### config.mk
export PLATFORM = sky130hd
export DESIGN_NAME = pila_param
export DESIGN_NICKNAME = d
export VERILOG_FILES = /design/src/rtl/cpu_pkg.sv /design/src/rtl/pila_param.sv
export SDC_FILE = /design/constraint.sdc
export NUM_CORES = 1
export LEC_CHECK = 0
export ABC_AREA = 1
export CAP_MARGIN = 40
export CELL_PAD_IN_SITES_DETAIL_PLACEMENT = 0
export CELL_PAD_IN_SITES_GLOBAL_PLACEMENT = 1
export CORE_ASPECT_RATIO = 2
export CORE_MARGIN = 3
export CORE_UTILIZATION = 35
export DETAILED_ROUTE_END_ITERATION = 8
export GPL_ROUTABILITY_DRIVEN = 0
export GPL_TIMING_DRIVEN = 1
export PLACE_DENSITY = 0.74
export SYNTH_ARGS = -nofsm -noshare
export SYNTH_HDL_FRONTEND = slang
export SYNTH_SLANG_ARGS = --single-unit
### constraint.sdc
create_clock -name clk -period 2.8 [get_ports clk]
set_clock_uncertainty 0.2 [all_clocks]
set_input_delay 0.28 -clock clk [delete_from_list [all_inputs] [get_ports clk]]
set_output_delay 0.28 -clock clk [all_outputs]
set_load 0.02 [all_outputs]
### src/rtl/cpu_pkg.sv
// cpu_pkg: shared CPU datapath constants
package cpu_pkg;
   localparam int PC_WIDTH  = 10;
   localparam int RAS_DEPTH = 8;
endpackage

### src/rtl/pila_param.sv
// pila_param: parametrised return-address stack with occupancy and sticky error flags
module pila_param
   import cpu_pkg::*;
#(
   parameter int WIDTH = PC_WIDTH,
   parameter int DEPTH = RAS_DEPTH,
   localparam int PW = $clog2(DEPTH + 1)
) (
   input  logic             clk,
   input  logic             reset,
   input  logic             push,
   input  logic             pop,
   input  logic [WIDTH-1:0] inpush,
   input  logic             clr_err,
   output logic [WIDTH-1:0] outpop,
   output logic [PW-1:0]    count,
   output logic             empty,
   output logic             full,
   output logic             overflow,
   output logic             underflow
);
   localparam int AW = $clog2(DEPTH);

   logic [WIDTH-1:0] mem [DEPTH];
   logic [PW-1:0]    sp;
   logic [AW-1:0]    top_idx;
   logic [AW-1:0]    wr_idx;
   logic             wr_en;
   logic             ovf_set;
   logic             unf_set;

   assign count   = sp;
   assign empty   = sp == '0;
   assign full    = sp == PW'(DEPTH);
   assign top_idx = AW'(sp - PW'(1));
   assign wr_idx  = (pop && !empty) ? top_idx : AW'(sp);
   assign wr_en   = push && (pop || !full);
   assign ovf_set = push && !pop && full;
   assign unf_set = pop && empty;
   assign outpop  = empty ? '0 : mem[top_idx];

   // Stack pointer with saturation at 0 and DEPTH; error flags are sticky and setting beats clearing
   always_ff @(posedge clk) begin
      if (!reset) begin
         sp        <= '0;
         overflow  <= 1'b0;
         underflow <= 1'b0;
      end else begin
         if (push && !pop && !full)
            sp <= sp + PW'(1);
         else if (pop && !push && !empty)
            sp <= sp - PW'(1);
         else if (push && pop && empty)
            sp <= PW'(1);
         overflow  <= (overflow && !clr_err) || ovf_set;
         underflow <= (underflow && !clr_err) || unf_set;
      end
   end

   // Entry storage is left unreset; push writes above the top, push+pop replaces the top
   always_ff @(posedge clk) begin
      if (reset && wr_en)
         mem[wr_idx] <= inpush;
   end
endmodule

; ---- Yosys cells after proc, flatten, opt, wreduce, memory -nomap -nowiden
; Memories as Yosys holds them, arrays and structs flattened.
; Cells that the tools add are included.
[op_classes]
eq_ne = 1
reduce_logical = 23
n_mux = 7
add_sub_neg = 2
[ops]
columns = operator, n
row1 = 1-bit logical AND, 13
row2 = 4-bit two-way mux, 3
row3 = 10-bit two-way mux, 1
row4 = 1-bit logical NOT, 5
row5 = 4-bit by 1-bit adder with 4-bit output (second input constant), 1
row6 = 4-bit == test (second input constant), 1
row7 = 4-bit logical NOT, 1
row8 = 4-bit by 1-bit subtractor with 4-bit output (second input constant), 1
row9 = 1-bit logical OR, 3
row10 = 3-bit two-way mux, 1
row11 = 3-bit nonzero test, 1
row12 = 1-bit two-way mux, 2
[totals]
mem_bits_rw = 80
wordCells = 37
ff_bits = 6
mem_count = 1
out_inout_bits = 18
in_bits = 15
[mem_list]
columns = name, depth, word_bits, read_ports, rd_ports_with_merged_regs, wr, line_no
row1 = mem, 8, 10, 1, 0, 1, pila_param.sv:24  ; logic [WIDTH-1:0] mem [DEPTH];

; ---- Logic depth before layout (Yosys ltp)
[depth]
ltp_word = 7
mapped_depth = 11
ltp_nobuf = 9

; ---- Least setup slack after synthesis
; OpenSTA, ideal clock, no wires.
[synth_timing]
kind = reg2reg
start = reg sp[0], in the netlist count[0]
end = mem mem[0][0] (netlist name) (enable)
path_buffers = 2
required_time_ns = 2.224
period_less_slack_ns = 2.651
t_arrival_ns = 2.075
setup_slack_ns = 0.149
path_stages_with_launch = 10
cell_sequence = dfxtp_1 > buf_4 > inv_4 > buf_2 > ha_1 > nand3_2 > o21ai_0 > nor2_1 > nand2_2 > nor2_1
[synth_via]
elab_chain_cells = 7
word_cells_on_any_way = 12
cone_classes = add/sub (1) / eq/ne (1) / mux (3) / reduce/logical (7)
[synth_lines]
columns = element, line_no
row1 = "start, declared", pila_param.sv:25  ; logic [PW-1:0] sp;
row2 = "start signal, assigned", pila_param.sv:50  ; sp <= sp + PW'(1);
row3 = "start signal, assigned", pila_param.sv:52  ; sp <= sp - PW'(1);
row4 = 4-bit == test, pila_param.sv:34  ; assign full = sp == PW'(DEPTH);
row5 = 1-bit logical NOT, pila_param.sv:37  ; assign wr_en = push && (pop || !full);
row6 = 1-bit logical OR, pila_param.sv:37
row7 = 1-bit logical AND, pila_param.sv:37
row8 = 1-bit logical AND, pila_param.sv:62  ; if (reset && wr_en)
row9 = 1-bit two-way mux, pila_param.sv:62
row10 = 1-bit two-way mux (implied by the code), pila_param.sv:63  ; mem[wr_idx] <= inpush;
row11 = "end, declared", pila_param.sv:24
; Several ways; a longest one is shown, not always the timed one.

; ---- Worst setup path in the final report
[layout_timing]
start = reg sp[0], in the netlist count[0]
end = out outpop[7]
[layout_via]
elab_chain_cells = 3
word_cells_on_any_way = 4
cone_classes = add/sub (1) / mux (1) / reduce/logical (1) / memory (1)
[layout_lines]
columns = element, line_no
row1 = 4-bit by 1-bit subtractor with 4-bit output, -
row2 = memory 8 x 10 bit, -
row3 = 10-bit two-way mux (*), pila_param.sv:40  ; assign outpop = empty ? '0 : mem[top_idx];
row4 = "end, declared", pila_param.sv:15  ; output logic [WIDTH-1:0] outpop,
; Every way passes the cells marked *; elsewhere a longest branch is shown, timed or not.

==> results.sh <==
export IMPL_fmax_mhz=381
export IMPL_criticalPathCategory="flip-flop to primary output"
export IMPL_start_kind="flip-flop"
export IMPL_busiest_layer="met2"
export IMPL_synthXorXnorAreaFrac=0.0153
export IMPL_post_synth_mux_area_share=0
export IMPL_synthDistinctLibCells=30
export IMPL_setup_viol=0
export IMPL_dp_final_hpwl_um=5290
export IMPL_synth_avg_cell_area_um2=11.4
export IMPL_route_detailed_vias_per_inst=5.00
export IMPL_most_repeated_cell_in_the_gate_level_netlist_after_synthesis="sky130_fd_sc_hd__nor2_1"
export IMPL_grt_max_degree=47
export IMPL_route_vias_total=2552
export IMPL_peakVddDrop_uv=427
export IMPL_clockBufferDepth=2
export IMPL_clk_latency_ns=0.33
export IMPL_std_cell_rows=52
export IMPL_timing_critical_path_cells="inv_4 > ha_1 > clkinv_1 > buf_4 > o21ai_1 > o22ai_1 > nor2_1 > nor2_1 > dlygate4sd2_1"
export IMPL_antennaDiodeCount=0
export IMPL_synthesis_nets=346
export IMPL_timing_max_cap_violations=0
export IMPL_grt_setup_unrepaired="no"
export IMPL_ys_flop_type="sky130_fd_sc_hd__edfxtp_1"
export IMPL_drive_gt1_frac=0.157
export IMPL_timing_reg2reg_worst_path_depth=8
export IMPL_ios=33
export IMPL_antenna_violating_nets_post_route=0
export IMPL_timing_critical_path_required_ns=2.32
export IMPL_worst_slew_pin_slew_ns=0.508
export IMPL_pre_cts_ws_ns=0.221
export IMPL_mappedNetlistArea_um2=3760
export IMPL_power_leakage_nw=1.65
export IMPL_ys_warn_count=0
export IMPL_via_count_of_the_first_global_routing_pass=2545
export IMPL_final_min_period_over_clock_period=0.937
export IMPL_tritoncts_clock_tree="yes"
export IMPL_critical_path_max_fanout=11
export IMPL_nNetsFinal=387
export IMPL_first_pass_iters=4
export IMPL_report_final_hold_viol_count=0
export IMPL_main_combinational_cell_family_by_area_after_synthesis="simple AND/OR/NAND/NOR gates"
export IMPL_gr_usage_met1=0.161
export IMPL_global_route_usage_met2=0.260
export IMPL_fin_ws_ns=0.175
export IMPL_drtIter0Drc=140
export IMPL_critical_path_max_stage_delay_ns=0.38
export IMPL_synthDominantCellAreaShare=0.639
export IMPL_ctsRootBufferMaster="sky130_fd_sc_hd__clkbuf_16"
export IMPL_synth_yosys_seq_area_share=0.671
export IMPL_grt_antenna_before_repair=0
export IMPL_power_per_cell_area_nw_per_um2=1060
export IMPL_placed_cells=494
export IMPL_clock_tree_htree_level_count=3
export IMPL_critical_path_top_cell_by_count="sky130_fd_sc_hd__nor2_1"
export IMPL_detail_route_drc_violations=0
export IMPL_grt_pass1_wl_um=13400
export IMPL_post_synth_top_area_cell="sky130_fd_sc_hd__edfxtp_1"
export IMPL_design_power_total_mw=4.84
export IMPL_die_area_um2=12100
export IMPL_number_of_enable_flip_flop_cells_after_synthesis=80
export IMPL_hp_class="flip-flop to flip-flop"
export IMPL_placeable_core_region_um2=10300
export IMPL_clkSinkCount=86
export IMPL_io_buffer_count=32
export IMPL_cts_buffers=9
export IMPL_postSynthCellCount=329
export IMPL_cts_setup_buffers=0
export IMPL_cp_slowest_cell="sky130_fd_sc_hd__dfxtp_1"
export IMPL_gr_usage_met3=0.0331
export IMPL_wirelength_um=8290
export IMPL_synth_async_sr_flop_share=0
export IMPL_finalSetupTns_ns=0
export IMPL_timing_critical_path_arrival_ns=2.14
export IMPL_yosys_area_share_simple=0.148
export IMPL_ys_ff_latch=86
export IMPL_area_fraction_in_compound_gates_after_synthesis=0.118
export IMPL_layout_area_overhead_vs_synth_pct=21.5
export IMPL_layout_cells_non_filler=510
export IMPL_gr_total_overflow=0
export IMPL_clkSlewWorstSetupHoldPaths_ns=0.06
export IMPL_holdWs_ns=0.270
export IMPL_post_synth_fa_ha_maj_area_fraction=0.00666
export IMPL_dieWidth_um=79.3
export IMPL_cts_hold_buffers=0
export IMPL_chipHeight_um=153
export IMPL_layout_min_cycle_time_ns=2.62
export IMPL_whs_path_depth=2
export IMPL_yosys_top_cells_area="sky130_fd_sc_hd__edfxtp_1 (64%), sky130_fd_sc_hd__nor2_1 (9.0%), sky130_fd_sc_hd__o211ai_2 (3.3%)"
export IMPL_synthTopCellsByCount="sky130_fd_sc_hd__nor2_1 (90), sky130_fd_sc_hd__edfxtp_1 (80), sky130_fd_sc_hd__nand2_1 (29)"
export IMPL_worst_slew_margin_rel=0.661
export IMPL_cp_end_kind="primary output"
export IMPL_status="finished clean"
export IMPL_timing_max_transition_violations_final=0
export IMPL_start_util=0.366
export IMPL_route_detailed_wl_per_inst_um=16.3
export IMPL_cells_resized_by_post_cts_repair=10
export IMPL_grt_use_total=0.149
-- path summary, 6_finish.rpt --
path	slack, ns	start	end
setup / recovery	0.18	count[0]	outpop[7]
hold / removal	0.27	underflow	underflow
setup reg to reg	0.40	count[1]	mem[7][6]
hold reg to reg	0.27	underflow	underflow
-- area by class of cell --
type / instances / area, um^2
Clock buffer: 10 / 229
Fill cell: 1014 / 5710
Inverter: 15 / 58.8
Timing Repair Buffer: 47 / 445
Sequential cell: 86 / 2520
Clock inverter: 6 / 61.3
Multi-Input combinational cell: 211 / 1080
Tap cell: 135 / 169
-- layout by cell type (no fill, tap or decap), types with 2 or more instances in the layout --
cell type and instances:
sky130_fd_sc_hd__o21ai_2 2, sky130_fd_sc_hd__o211ai_2 10, sky130_fd_sc_hd__a21oi_1 4, sky130_fd_sc_hd__edfxtp_1 80
sky130_fd_sc_hd__nand4_1 3, sky130_fd_sc_hd__buf_4 13, sky130_fd_sc_hd__o21ai_1 19, sky130_fd_sc_hd__nand3_1 5
sky130_fd_sc_hd__xor2_2 2, sky130_fd_sc_hd__clkdlybuf4s50_1 22, sky130_fd_sc_hd__nand2_1 29, sky130_fd_sc_hd__o21ai_0 23
sky130_fd_sc_hd__clkbuf_16 9, sky130_fd_sc_hd__clkinv_2 3, sky130_fd_sc_hd__buf_12 2, sky130_fd_sc_hd__o22ai_1 10
sky130_fd_sc_hd__dfxtp_1 6, sky130_fd_sc_hd__inv_1 9, sky130_fd_sc_hd__nor2_1 90, sky130_fd_sc_hd__ha_1 2
sky130_fd_sc_hd__dlygate4sd2_1 10, sky130_fd_sc_hd__inv_2 4, sky130_fd_sc_hd__nand2_2 6
-- critical path: cells and delay by family (launching register included) --
kind | cells | cell delay [ns]
buffers and inverters | 4 | 0.67
DFF | 1 | 0.38
adders and majority gates | 1 | 0.34
AOI/OAI and AO/OA | 2 | 0.22
and+or+nand+nor | 2 | 0.20
-- cells by family after synthesis --
group / count (synthesis)
AOI/OAI and AO/OA: 69
DFF: 86
and+or+nand+nor: 136
adders and majority gates: 2
buffers and inverters: 32
xor gates and xnor gates: 4
-- metrics by stage --
stage	utilization	area, um^2
global placement	0.417	4290
detailed placement	0.417	4290
global route	0.444	4570
CTS	0.444	4570
finish	0.444	4570
floorplan	-	3760
-- per-layer routing --
metal  share of wire  vias up
met5               0        -
met4           0.030        0
met3           0.044       16
met2            0.55       65
met1            0.38     1243
li1                -     1228
-- report_power, final --
| part | switching, mW | internal (mW) | total (mW) | leakage (nW) |
|---|---|---|---|---|
| logic | 1.35 | 0.772 | 2.12 | 0.741 |
| registers | 0.0412 | 1.53 | 1.58 | 0.772 |
| clock network | 0.459 | 0.689 | 1.15 | 0.143 |
-- registers in the layout, summed over array words and instances (netlist names) --
register and cells:
underflow 1, mem 80, count 4, overflow 1
Power figures use the tool's default switching activity.
